$ cat src/rtl/mem_arbiter_if.sv
// mem_arbiter_if: bundle of every handshake/bus signal around the shared
// memory-port arbiter. The "slave" modport is the arbiter's own view (it
// serves the fetch and data requesters and drives the backing RAM port);
// the "master" modport is the surrounding pipeline + RAM environment.
interface mem_arbiter_if #(
    parameter int ADDR_WIDTH = 12,
    parameter int DATA_WIDTH = 32
);
    // Instruction-fetch requester
    logic                  if_req;
    logic [ADDR_WIDTH-1:0] if_addr;
    logic [DATA_WIDTH-1:0] if_rdata;
    logic                  if_ready;

    // Data (load/store) requester
    logic                  d_req;
    logic                  d_we;
    logic [ADDR_WIDTH-1:0] d_addr;
    logic [DATA_WIDTH-1:0] d_wdata;
    logic [DATA_WIDTH-1:0] d_rdata;
    logic                  d_ready;

    // Backing single-port memory
    logic                  mem_req;
    logic                  mem_we;
    logic [ADDR_WIDTH-1:0] mem_addr;
    logic [DATA_WIDTH-1:0] mem_wdata;
    logic [DATA_WIDTH-1:0] mem_rdata;
    logic                  mem_ack;

    // Hazard-unit stall outputs and timeout error
    logic                  stall_f;
    logic                  stall_m;
    logic                  bus_err;

    modport slave (
        input  if_req, if_addr,
        output if_rdata, if_ready,
        input  d_req, d_we, d_addr, d_wdata,
        output d_rdata, d_ready,
        output mem_req, mem_we, mem_addr, mem_wdata,
        input  mem_rdata, mem_ack,
        output stall_f, stall_m, bus_err
    );

    modport master (
        output if_req, if_addr,
        input  if_rdata, if_ready,
        output d_req, d_we, d_addr, d_wdata,
        input  d_rdata, d_ready,
        input  mem_req, mem_we, mem_addr, mem_wdata,
        output mem_rdata, mem_ack,
        input  stall_f, stall_m, bus_err
    );
endinterface

$ cat src/rtl/mem_arbiter.sv
// mem_arbiter: shares one backing memory port between the instruction-fetch
// and data (load/store) requesters of the 5-stage pipeline.
//   - Data wins ties (the older instruction sits in M), but after STARVE_MAX
//     consecutive data grants with fetch waiting, fetch is forced through.
//   - Every access takes IDLE -> BUSY_x -> DONE, so the minimum is 3 cycles.
//   - stall_f / stall_m let the hazard logic freeze F and M while waiting.
// Optional feature: define ARB_TIMEOUT_EN to abort accesses whose mem_ack
// does not arrive within TIMEOUT cycles (bus_err pulse, NOP / zero data).
// Without it, BUSY waits indefinitely and bus_err is tied low.
module mem_arbiter #(
    parameter int ADDR_WIDTH = 12,
    parameter int DATA_WIDTH = 32,
    parameter int STARVE_MAX = 3
`ifdef ARB_TIMEOUT_EN
    ,
    parameter int TIMEOUT    = 16
`endif
) (
    input  logic         clk,
    input  logic         rst,
    mem_arbiter_if.slave bus
);

    localparam int SC_W = $clog2(STARVE_MAX + 1);

    typedef enum logic [1:0] {
        IDLE    = 2'd0,
        BUSY_IF = 2'd1,
        BUSY_D  = 2'd2,
        DONE    = 2'd3
    } state_t;

    state_t                state;
    logic                  mem_req_q;
    logic                  mem_we_q;
    logic [ADDR_WIDTH-1:0] mem_addr_q;
    logic [DATA_WIDTH-1:0] mem_wdata_q;
    logic [DATA_WIDTH-1:0] if_rdata_q;
    logic [DATA_WIDTH-1:0] d_rdata_q;
    logic                  if_ready_q;
    logic                  d_ready_q;
    logic [SC_W-1:0]       starve_cnt;

    // Grant decision, only acted upon in IDLE.
    logic                  starve_ok;
    logic                  grant_d;
    logic                  grant_if;
    logic [SC_W-1:0]       starve_inc;

    assign starve_ok  = (starve_cnt < SC_W'(STARVE_MAX));
    assign grant_d    = bus.d_req & (~bus.if_req | starve_ok);
    assign grant_if   = bus.if_req & ~grant_d;
    assign starve_inc = (starve_cnt == SC_W'(STARVE_MAX)) ? starve_cnt
                                                          : starve_cnt + SC_W'(1);

    // Timeout machinery exists only when the feature is compiled in.
    logic timeout_hit;

`ifdef ARB_TIMEOUT_EN
    localparam int                    TMO_W    = $clog2(TIMEOUT + 1);
    localparam logic [DATA_WIDTH-1:0] NOP_INSN = DATA_WIDTH'(32'h0000_0013);

    logic [TMO_W-1:0] tmo_cnt;
    logic             bus_err_q;

    // Counts cycles spent in BUSY_x; restarts from zero for every access.
    always_ff @(posedge clk) begin
        if (rst) begin
            tmo_cnt <= '0;
        end else if (state == BUSY_IF || state == BUSY_D) begin
            tmo_cnt <= tmo_cnt + TMO_W'(1);
        end else begin
            tmo_cnt <= '0;
        end
    end

    // mem_req has been high for TIMEOUT cycles by the end of this cycle.
    assign timeout_hit = (tmo_cnt == TMO_W'(TIMEOUT - 1));
`else
    assign timeout_hit = 1'b0;
`endif

    // Arbitration FSM with all outputs registered.
    // NOTE: sequential state uses non-blocking assignments so every flop
    // samples pre-edge values regardless of statement order.
    always_ff @(posedge clk) begin
        if (rst) begin
            // NOTE: the data-path registers are reset too; the outputs must
            // read zero after reset, not whatever the last access left.
            state       <= IDLE;
            mem_req_q   <= 1'b0;
            mem_we_q    <= 1'b0;
            mem_addr_q  <= '0;
            mem_wdata_q <= '0;
            if_rdata_q  <= '0;
            d_rdata_q   <= '0;
            if_ready_q  <= 1'b0;
            d_ready_q   <= 1'b0;
            starve_cnt  <= '0;
`ifdef ARB_TIMEOUT_EN
            bus_err_q   <= 1'b0;
`endif
        end else begin
            // Completion and error strobes are single-cycle pulses.
            if_ready_q <= 1'b0;
            d_ready_q  <= 1'b0;
`ifdef ARB_TIMEOUT_EN
            bus_err_q  <= 1'b0;
`endif
            unique case (state)
                IDLE: begin
                    if (grant_d) begin
                        mem_req_q   <= 1'b1;
                        mem_we_q    <= bus.d_we;
                        mem_addr_q  <= bus.d_addr;
                        mem_wdata_q <= bus.d_wdata;
                        // Only consecutive data grants that keep fetch waiting count.
                        starve_cnt  <= bus.if_req ? starve_inc : '0;
                        state       <= BUSY_D;
                    end else if (grant_if) begin
                        mem_req_q   <= 1'b1;
                        mem_we_q    <= 1'b0;
                        mem_addr_q  <= bus.if_addr;
                        starve_cnt  <= '0;
                        state       <= BUSY_IF;
                    end
                end

                BUSY_IF, BUSY_D: begin
                    // mem_* stay frozen until the memory acknowledges.
                    if (bus.mem_ack) begin
                        mem_req_q <= 1'b0;
                        if (state == BUSY_IF) begin
                            if_rdata_q <= bus.mem_rdata;
                            if_ready_q <= 1'b1;
                        end else begin
                            // Stores leave the last load value in place.
                            if (!mem_we_q) begin
                                d_rdata_q <= bus.mem_rdata;
                            end
                            d_ready_q <= 1'b1;
                        end
                        state <= DONE;
                    end else if (timeout_hit) begin
                        mem_req_q <= 1'b0;
`ifdef ARB_TIMEOUT_EN
                        bus_err_q <= 1'b1;
                        if (state == BUSY_IF) begin
                            // A NOP keeps the pipeline harmless after a lost fetch.
                            if_rdata_q <= NOP_INSN;
                            if_ready_q <= 1'b1;
                        end else begin
                            if (!mem_we_q) begin
                                d_rdata_q <= '0;
                            end
                            d_ready_q <= 1'b1;
                        end
`endif
                        state <= DONE;
                    end
                end

                DONE: begin
                    // The ready pulse is visible now; the requester updates
                    // its request before the next IDLE decision.
                    state <= IDLE;
                end

                default: begin
                    state <= IDLE;
                end
            endcase
        end
    end

    assign bus.mem_req   = mem_req_q;
    assign bus.mem_we    = mem_we_q;
    assign bus.mem_addr  = mem_addr_q;
    assign bus.mem_wdata = mem_wdata_q;
    assign bus.if_rdata  = if_rdata_q;
    assign bus.if_ready  = if_ready_q;
    assign bus.d_rdata   = d_rdata_q;
    assign bus.d_ready   = d_ready_q;

    // Stalls are combinational so the hazard unit releases F/M in the
    // same cycle the ready pulse arrives.
    assign bus.stall_f = bus.if_req & ~if_ready_q;
    assign bus.stall_m = bus.d_req & ~d_ready_q;

`ifdef ARB_TIMEOUT_EN
    assign bus.bus_err = bus_err_q;
`else
    assign bus.bus_err = 1'b0;
`endif

endmodule

$ cat src/flat_wrapper.sv
// flat-port wrapper written by rule: the top's interface ports become plain ports
module mem_arbiter_flat 
#(
    parameter int ADDR_WIDTH = 12,
    parameter int DATA_WIDTH = 32,
    parameter int STARVE_MAX = 3

)
  (clk, rst, bus_if_req, bus_if_addr, bus_if_rdata, bus_if_ready, bus_d_req, bus_d_we, bus_d_addr, bus_d_wdata, bus_d_rdata, bus_d_ready, bus_mem_req, bus_mem_we, bus_mem_addr, bus_mem_wdata, bus_mem_rdata, bus_mem_ack, bus_stall_f, bus_stall_m, bus_bus_err);
  mem_arbiter_if #(.ADDR_WIDTH(ADDR_WIDTH), .DATA_WIDTH(DATA_WIDTH)) bus_i ();
  input  logic clk;
  input  logic rst;
  input wire logic [$bits(bus_i.if_req)-1:0] bus_if_req;
  input wire logic [$bits(bus_i.if_addr)-1:0] bus_if_addr;
  output wire logic [$bits(bus_i.if_rdata)-1:0] bus_if_rdata;
  output wire logic [$bits(bus_i.if_ready)-1:0] bus_if_ready;
  input wire logic [$bits(bus_i.d_req)-1:0] bus_d_req;
  input wire logic [$bits(bus_i.d_we)-1:0] bus_d_we;
  input wire logic [$bits(bus_i.d_addr)-1:0] bus_d_addr;
  input wire logic [$bits(bus_i.d_wdata)-1:0] bus_d_wdata;
  output wire logic [$bits(bus_i.d_rdata)-1:0] bus_d_rdata;
  output wire logic [$bits(bus_i.d_ready)-1:0] bus_d_ready;
  output wire logic [$bits(bus_i.mem_req)-1:0] bus_mem_req;
  output wire logic [$bits(bus_i.mem_we)-1:0] bus_mem_we;
  output wire logic [$bits(bus_i.mem_addr)-1:0] bus_mem_addr;
  output wire logic [$bits(bus_i.mem_wdata)-1:0] bus_mem_wdata;
  input wire logic [$bits(bus_i.mem_rdata)-1:0] bus_mem_rdata;
  input wire logic [$bits(bus_i.mem_ack)-1:0] bus_mem_ack;
  output wire logic [$bits(bus_i.stall_f)-1:0] bus_stall_f;
  output wire logic [$bits(bus_i.stall_m)-1:0] bus_stall_m;
  output wire logic [$bits(bus_i.bus_err)-1:0] bus_bus_err;
  assign bus_i.if_req = bus_if_req;
  assign bus_i.if_addr = bus_if_addr;
  assign bus_if_rdata = bus_i.if_rdata;
  assign bus_if_ready = bus_i.if_ready;
  assign bus_i.d_req = bus_d_req;
  assign bus_i.d_we = bus_d_we;
  assign bus_i.d_addr = bus_d_addr;
  assign bus_i.d_wdata = bus_d_wdata;
  assign bus_d_rdata = bus_i.d_rdata;
  assign bus_d_ready = bus_i.d_ready;
  assign bus_mem_req = bus_i.mem_req;
  assign bus_mem_we = bus_i.mem_we;
  assign bus_mem_addr = bus_i.mem_addr;
  assign bus_mem_wdata = bus_i.mem_wdata;
  assign bus_i.mem_rdata = bus_mem_rdata;
  assign bus_i.mem_ack = bus_mem_ack;
  assign bus_stall_f = bus_i.stall_f;
  assign bus_stall_m = bus_i.stall_m;
  assign bus_bus_err = bus_i.bus_err;
  mem_arbiter #(.ADDR_WIDTH(ADDR_WIDTH), .DATA_WIDTH(DATA_WIDTH), .STARVE_MAX(STARVE_MAX)) u_core (.clk(clk), .rst(rst), .bus(bus_i));
endmodule
$ cat config.mk
export PLATFORM = sky130hd
export DESIGN_NAME = mem_arbiter_flat
export DESIGN_NICKNAME = d
export VERILOG_FILES = /design/src/rtl/mem_arbiter_if.sv /design/src/rtl/mem_arbiter.sv /design/src/flat_wrapper.sv
export SDC_FILE = /design/constraint.sdc
export NUM_CORES = 1
export LEC_CHECK = 0
export ABC_CLOCK_PERIOD_IN_PS = 2009
export BUFFER_PORTS_ARGS = -buffer_cell sky130_fd_sc_hd__buf_2
export CAP_MARGIN = 20
export CORE_MARGIN = 1
export CORE_UTILIZATION = 28
export DETAILED_ROUTE_END_ITERATION = 12
export GPL_TIMING_DRIVEN = 0
export PLACE_DENSITY = 0.53
export SLEW_MARGIN = 10
export SYNTH_ARGS = -nofsm -noshare
export SYNTH_HDL_FRONTEND = slang
export SYNTH_SLANG_ARGS = --single-unit
$ cat constraint.sdc
create_clock -name clk -period 2.01 [get_ports clk]
set_clock_uncertainty 0.1 [all_clocks]
set_input_delay 0.402 -clock clk [delete_from_list [all_inputs] [get_ports clk]]
set_output_delay 0.402 -clock clk [all_outputs]
set_load 0.01 [all_outputs]
==> metrics.txt, run 1 <==
data arrival at the endpoint of the critical path 2020 ps; maximum clock frequency 0.539 GHz; Worst setup SP type flop; maximum number of pins on one net before global-route repair 17; count of cell instances traversed by the critical path 6; Crit. Startpoint u_core.state[0]; Critical Path Fanout Max 10; fraction of final layout cells sized beyond drive strength 1 34.5%; CP peak stage delay 450 ps; final estimated routing congestion in global placement 0.770; placed cell area 5630 um2; clk_lat worst skew 410 ps; r2r endpoint u_core.bus.d_rdata[15]; standby leakage power 2.85 nW; post-detailed-route wirelength per cell 14.6 um; Total Routing Usage GR 17.8%; Final ANT Viol Nets 0; # port buffers 205; via density per instance 4.79; initial cell density of the core 28.7%; register-to-register path setup slack 150 ps; DRT Pass-1 Iters 4; distinct cell type count of the synthesized netlist 31; I/O pin count 209; area of the placeable core 15200 um2; commonest cells after routing, fill and taps aside sky130_fd_sc_hd__buf_2, sky130_fd_sc_hd__nand2_1, sky130_fd_sc_hd__dfxtp_1; worst slew margin relative to its limit 60.0%; required time reported for the critical path endpoint 2180 ps; area of the mapped netlist 4360 um2; worst setup timing slack at the placement stage -71.7 ps; DIE AREA 16100 um2; # clock sinks 116; endpoint of the worst setup timing path u_core.bus.d_rdata[15]; CTS tree yes; buffer depth of the longest clock path 2; first-iteration detailed-routing DRC count 209; buffers inserted by post-CTS timing repair 0; HPWL after detailed placement 10.7 mm; Die Span Y 127 um; cell with the largest stage delay on the worst path sky130_fd_sc_hd__ha_1; number of register bits inferred by synthesis 116; Die X 127 um; setup repair after global routing missed its margin false; Crit Path Class flop to flop; final non-filler cell area 6340 um2; Total Wirelength 14.1 mm; worst reg2reg startpoint u_core.state[0]; H-tree Lvls 4; synthesis warning total 0; antenna violations before repair 0; Buffers & Inverters on Critical Path 2; shortest clock period the worst path allows after layout 1860 ps; via count of the routed design 4629; path category of the worst min-delay check primary input to flop; Least-Margin Pin Slew 600 ps; Fin Hold WS 136 ps; clock edge transition at the registers on the reported setup and hold paths 50 ps; number of DRC violations after detailed routing 0; final setup margin 154 ps; number of global-route vias before repair 4514; max_cap viols 0; power per standard cell area 1440 nW/um2; standard-cell rows 45; Synth-to-Final Area Change 45.3%; Syn Area/Cell 8.04 um2; buffer type at the clock tree root sky130_fd_sc_hd__clkbuf_16; Crit. End Element flop; nets in the synthesized netlist 641; ratio of final minimum period to clock period 92.3%; number of standard cells after synthesis 543; cell count of the worst reg-to-reg path 6; number of endpoints failing setup at the final stage 0; crit path cell chain inv_1, ha_1, nand4bb_1, clkbuf_4, nand2_1, a21oi_1; wire length of the first global-routing pass 22.4 mm; number of hold-slack violations in the final timing report 0; crit-path leading delay family adder cells; most common library cell in the layout ignoring fill and taps sky130_fd_sc_hd__buf_2; Num CTS Buffers 17; overflow left after global routing 0; result of the run complete, no violations; number of pins exceeding their max-slew limit in the final report 0; part of the Yosys area used for sequential elements 53.2%; number of nets in the finished design 862; maximum VDD drop 0.691 mV
[Yosys cell counts]
library cell | number | area share (%)
sky130_fd_sc_hd__and3_1 | 1 | 0.14
sky130_fd_sc_hd__ha_1 | 4 | 1.1
sky130_fd_sc_hd__a21oi_1 | 111 | 13
sky130_fd_sc_hd__a21bo_1 | 1 | 0.23
sky130_fd_sc_hd__a211oi_1 | 14 | 2.4
sky130_fd_sc_hd__nand3_1 | 33 | 3.8
sky130_fd_sc_hd__nor2_1 | 16 | 1.4
sky130_fd_sc_hd__o21ai_2 | 1 | 0.20
sky130_fd_sc_hd__o21ai_0 | 33 | 3.8
sky130_fd_sc_hd__nor2b_1 | 2 | 0.29
sky130_fd_sc_hd__nand2b_1 | 1 | 0.14
sky130_fd_sc_hd__a21boi_0 | 1 | 0.17
sky130_fd_sc_hd__inv_1 | 3 | 0.26
sky130_fd_sc_hd__o21a_1 | 1 | 0.17
sky130_fd_sc_hd__conb_1 | 1 | 0.086
sky130_fd_sc_hd__nor3b_1 | 1 | 0.17
sky130_fd_sc_hd__nand4b_1 | 1 | 0.20
sky130_fd_sc_hd__dfxtp_1 | 116 | 53
sky130_fd_sc_hd__nand4_1 | 1 | 0.14
sky130_fd_sc_hd__buf_4 | 8 | 1.4
sky130_fd_sc_hd__a32oi_1 | 1 | 0.20
sky130_fd_sc_hd__buf_2 | 11 | 1.3
sky130_fd_sc_hd__a21boi_2 | 1 | 0.26
sky130_fd_sc_hd__clkbuf_1 | 28 | 2.4
sky130_fd_sc_hd__buf_1 | 1 | 0.086
sky130_fd_sc_hd__and4bb_2 | 1 | 0.29
sky130_fd_sc_hd__nand4bb_1 | 1 | 0.26
sky130_fd_sc_hd__or3b_2 | 1 | 0.20
sky130_fd_sc_hd__nor3_1 | 2 | 0.23
sky130_fd_sc_hd__nand2_1 | 144 | 12
sky130_fd_sc_hd__a211o_1 | 2 | 0.40
[state kept, by name, summed over array words and instances (netlist names)]
name	count
u_core.bus.if_rdata	32
u_core.bus.mem_we	1
u_core.bus.d_rdata	32
u_core.bus.mem_addr	12
u_core.starve_cnt	2
u_core.bus.d_ready	1
u_core.state	2
u_core.bus.if_ready	1
u_core.bus.mem_req	1
u_core.bus.mem_wdata	32
[kinds of logic after synthesis]
group	synth area share, %
and+or+nand+nor	19.6
DFF	53.2
other	0.0859
buffers and inverters	5.39
adders and majority gates	1.15
AOI/OAI and AO/OA	20.6
[repair_timing]
item,in CTS,in global routing
hold buffers,0,0
setup endpoints to repair,26,60
gates resized for setup,3,13
pin swaps,0,0
[report_power, final]
group          internal (mW)  leakage (nW)  switching, mW
clock network           2.51         0.339           1.08
registers               2.73         0.946          0.202
logic                  0.957          1.57           1.64
[final cells by class]
| class | count | area, um2 |
|---|---|---|
| Clock buffer | 19 | 453 |
| Multi-Input combinational cell | 376 | 1810 |
| Fill cell | 1547 | 8860 |
| Buffer | 45 | 225 |
| Sequential cell | 116 | 2320 |
| Inverter | 3 | 11.3 |
| Antenna cell | 1 | 2.50 |
| Clock inverter | 13 | 253 |
| Tap cell | 188 | 235 |
| Timing Repair Buffer | 205 | 1030 |
[worst register-to-register path, delay by kind of cell, from the launching register on]
kind	cells	cell delay [ps]
adders and majority gates	1	450
and+or+nand+nor	2	400
DFF	1	330
AOI/OAI and AO/OA	1	70
buffers and inverters	2	370
[worst min-delay path by stage]
stage                                        from                       to  slack [ps]  cells past startpoint
after floorplan              u_core.starve_cnt[1]     u_core.starve_cnt[1]         340                      2
final                              bus_if_addr[7]   u_core.bus.mem_addr[7]         140                      3
after detailed placement  u_core.bus.if_rdata[23]  u_core.bus.if_rdata[23]         350                      2
after global placement    u_core.bus.if_rdata[14]  u_core.bus.if_rdata[14]         340                      2
after CTS                          bus_if_addr[8]   u_core.bus.mem_addr[8]         110                      3
after global routing             bus_mem_rdata[1]   u_core.bus.if_rdata[1]         130                      3
[through the flow]
stage	setup TNS [ps]	instances	power [mW]	utilization, %
finish	0	966	9.12	41.7
global route	0	965	9.66	41.7
detailed placement	-571	936	5.58	37.0
floorplan	0	543	4.58	-
global placement	0	936	5.49	37.0
CTS	0	968	9.20	41.7
[routing by layer]
layer	vias to the layer above	part of all wire (%)	global-route usage, %
met5	-	0	0
met4	0	1.5	7.00
met3	13	8.0	6.54
met2	178	46	29.3
met1	2156	44	21.0
li1	2282	-	-
Note: power is estimated with default switching activity, not from simulation.
==> run 2, diff against run 1 <==
- CORE_UTILIZATION: 28 -> 40
- PLACE_DENSITY: 0.53 -> 0.71
==> metrics.txt, run 2 (synthesized netlist as in run 1, its figures left out) <==
# clock sinks 116 (unchanged); Critical Path Fanout Max 10 (unchanged); ratio of final minimum period to clock period 93.7% (+1.3 points); Worst setup SP type flop; cell with the largest stage delay on the worst path sky130_fd_sc_hd__ha_2; HPWL after detailed placement 9.92 mm (-7.1%); fraction of final layout cells sized beyond drive strength 1 34.1% (-0.35 points); path category of the worst min-delay check primary input to flop; result of the run complete, no violations; power per standard cell area 1360 nW/um2 (-5.6%); Cell Count Post-Placement 884 (-5.6%); most common library cell in the layout ignoring fill and taps sky130_fd_sc_hd__buf_2; post-route insts no fill 915 (-5.3%); worst reg2reg startpoint u_core.state[0]; Final ANT Viol Nets 0 (unchanged); maximum VDD drop 0.647 mV (-6.4%); Num CTS Buffers 17 (unchanged); number of global-route vias before repair 4404 (-2.4%); number of pins exceeding their max-slew limit in the final report 0 (unchanged); via density per instance 5.04 (+5.1%); cell count of the worst reg-to-reg path 7 (+1); first-iteration detailed-routing DRC count 288 (+38%); register-to-register path setup slack 130 ps (-30 ps); clk_lat worst skew 510 ps (+100 ps); DIE AREA 11300 um2 (-30%); buffer depth of the longest clock path 2 (unchanged); cts repair resizes 0 (-3); data arrival at the endpoint of the critical path 2210 ps (+190 ps); Total Wirelength 13.3 mm (-6.3%); number of hold-slack violations in the final timing report 0 (unchanged); H-tree Lvls 4 (unchanged); count of cell instances traversed by the critical path 7 (+1); standard-cell rows 37 (-18%); crit-path leading delay family buffers and inverters; ant diodes 0 (-1); area of the placeable core 10500 um2 (-31%); number of hold-repair buffers added at the cts stage 0 (unchanged); shortest clock period the worst path allows after layout 1880 ps (+27.0 ps); I/O pin count 209 (unchanged); worst hold path depth 3 (unchanged); Crit. End Element flop; endpoint of the worst hold path u_core.bus.mem_addr[6]; final non-filler cell area 6130 um2 (-3.4%); post-detailed-route wirelength per cell 14.5 um (-1.0%); max_cap viols 0 (unchanged); commonest cells after routing, fill and taps aside sky130_fd_sc_hd__buf_2, sky130_fd_sc_hd__nand2_1, sky130_fd_sc_hd__dfxtp_1; Synth-to-Final Area Change 40.4%; clock edge transition at the registers on the reported setup and hold paths 60 ps (about the same); Die Span Y 106 um (-16%); number of nets in the finished design 864 (+0.23%); CP peak stage delay 400 ps (-50 ps); r2r endpoint u_core.bus.if_rdata[24]; Least-Margin Pin Slew 623 ps (+22.2 ps); required time reported for the critical path endpoint 2340 ps (+160 ps); Buffers & Inverters on Critical Path 3 (+1); maximum clock frequency 0.531 GHz (-1.4%); number of endpoints failing setup at the final stage 0 (unchanged); initial cell density of the core 41.7% (+13 points); standby leakage power 2.77 nW (-3.0%); buffers inserted by post-CTS timing repair 0 (unchanged); antenna violations before repair 0 (unchanged); fillcell total 1001 (-35%); buffer type at the clock tree root sky130_fd_sc_hd__clkbuf_8; number of DRC violations after detailed routing 0 (unchanged); wire length of the first global-routing pass 20.7 mm (-7.6%); Total Routing Usage GR 23.2% (+5.4 points); DRT Pass-1 Iters 4 (unchanged); Die X 106 um (-16%); final estimated routing congestion in global placement 0.819 (+6.3%); via count of the routed design 4609 (-0.43%); CTS tree yes; # port buffers 205 (unchanged); Crit Path Class flop to flop; crit path cell chain inv_1, ha_2, and3_1, clkbuf_1, buf_2, nand2_1, a21oi_1; launch point of the worst hold path bus_if_addr[6]; placed cell area 5560 um2 (-1.2%); worst slew margin relative to its limit 58.5% (-1.5 points); maximum number of pins on one net before global-route repair 17 (unchanged); overflow left after global routing 0 (unchanged)
-- run 2: changes by cell type in the layout (fill, tap and decap cells not counted), sizes merged --
cell / previous run / this run
buf: 226 / 223
bufinv: 7 / 1
clkbuf: 43 / 47
clkinv: 4 / 3
clkinvlp: 2 / 6
diode: 1 / 0
inv: 3 / 7
-- run 2: how the worst max path moves through the flow --
stage	from	endpoint	slack (ps)
2_1_floorplan	u_core.state[0]	u_core.bus.d_rdata[11]	370
3_3_place_gp	u_core.state[0]	u_core.bus.d_rdata[6]	110
3_5_place_dp	u_core.state[0]	u_core.bus.d_rdata[17]	5
4_1_cts	u_core.state[0]	u_core.bus.d_rdata[17]	0.8
5_1_grt	u_core.state[0]	u_core.bus.if_rdata[24]	-0.5
6_report	u_core.state[0]	u_core.bus.if_rdata[24]	130
-- run 2: worst reg2reg max path, stage by stage, from the launching register on --
cell	delay, ps
sky130_fd_sc_hd__dfxtp_1	330
sky130_fd_sc_hd__inv_1	80
sky130_fd_sc_hd__ha_2	400
sky130_fd_sc_hd__and3_1	170
sky130_fd_sc_hd__clkbuf_1	240
sky130_fd_sc_hd__buf_2	270
sky130_fd_sc_hd__nand2_1	80
sky130_fd_sc_hd__a21oi_1	140
-- run 2: cell type report --
| cell class | instances | area (um2) | share of cell area (%) |
|---|---|---|---|
| clock buffers | 18 | 428 | 6.98 |
| inverters | 3 | 11.3 | 0.184 |
| plain buffers | 47 | 231 | 3.78 |
| multi-input cells | 376 | 1810 | 29.5 |
| repair buffers | 205 | 1030 | 16.7 |
| flip-flops and latches | 116 | 2320 | 37.9 |
| clock inverters | 14 | 129 | 2.10 |
| well taps | 136 | 170 | 2.78 |
-- run 2: layer usage --
metal,global-route usage [%],wire (um),up-vias
met3,8.15,1120,15
met1,26.5,5530,2129
met2,40.2,6440,187
li1,-,-,2278
met5,0,0,-
met4,7.63,168,0
-- run 2: power by group --
part	internal (mW)	total, mW	switching, mW	leakage, nW
combinational	0.961	2.58	1.62	1.56
sequential	2.72	2.93	0.202	0.946
clock	1.68	2.81	1.13	0.257
-- run 2: per-stage QoR --
| step | worst slack [ps] | power, mW | util [%] | TNS (ps) | hold slack [ps] |
|---|---|---|---|---|---|
| after global placement | 106 | 5.42 | 53.1 | 0 | 339 |
| after floorplan | 366 | 4.58 | - | 0 | 336 |
| after detailed placement | 4.71 | 5.53 | 53.1 | 0 | 347 |
| after CTS | 0.779 | 8.35 | 58.5 | 0 | 19.9 |
| final | 127 | 8.31 | 58.6 | 0 | 33.4 |
| after global routing | -0.483 | 8.80 | 58.6 | -0.839 | 25.3 |
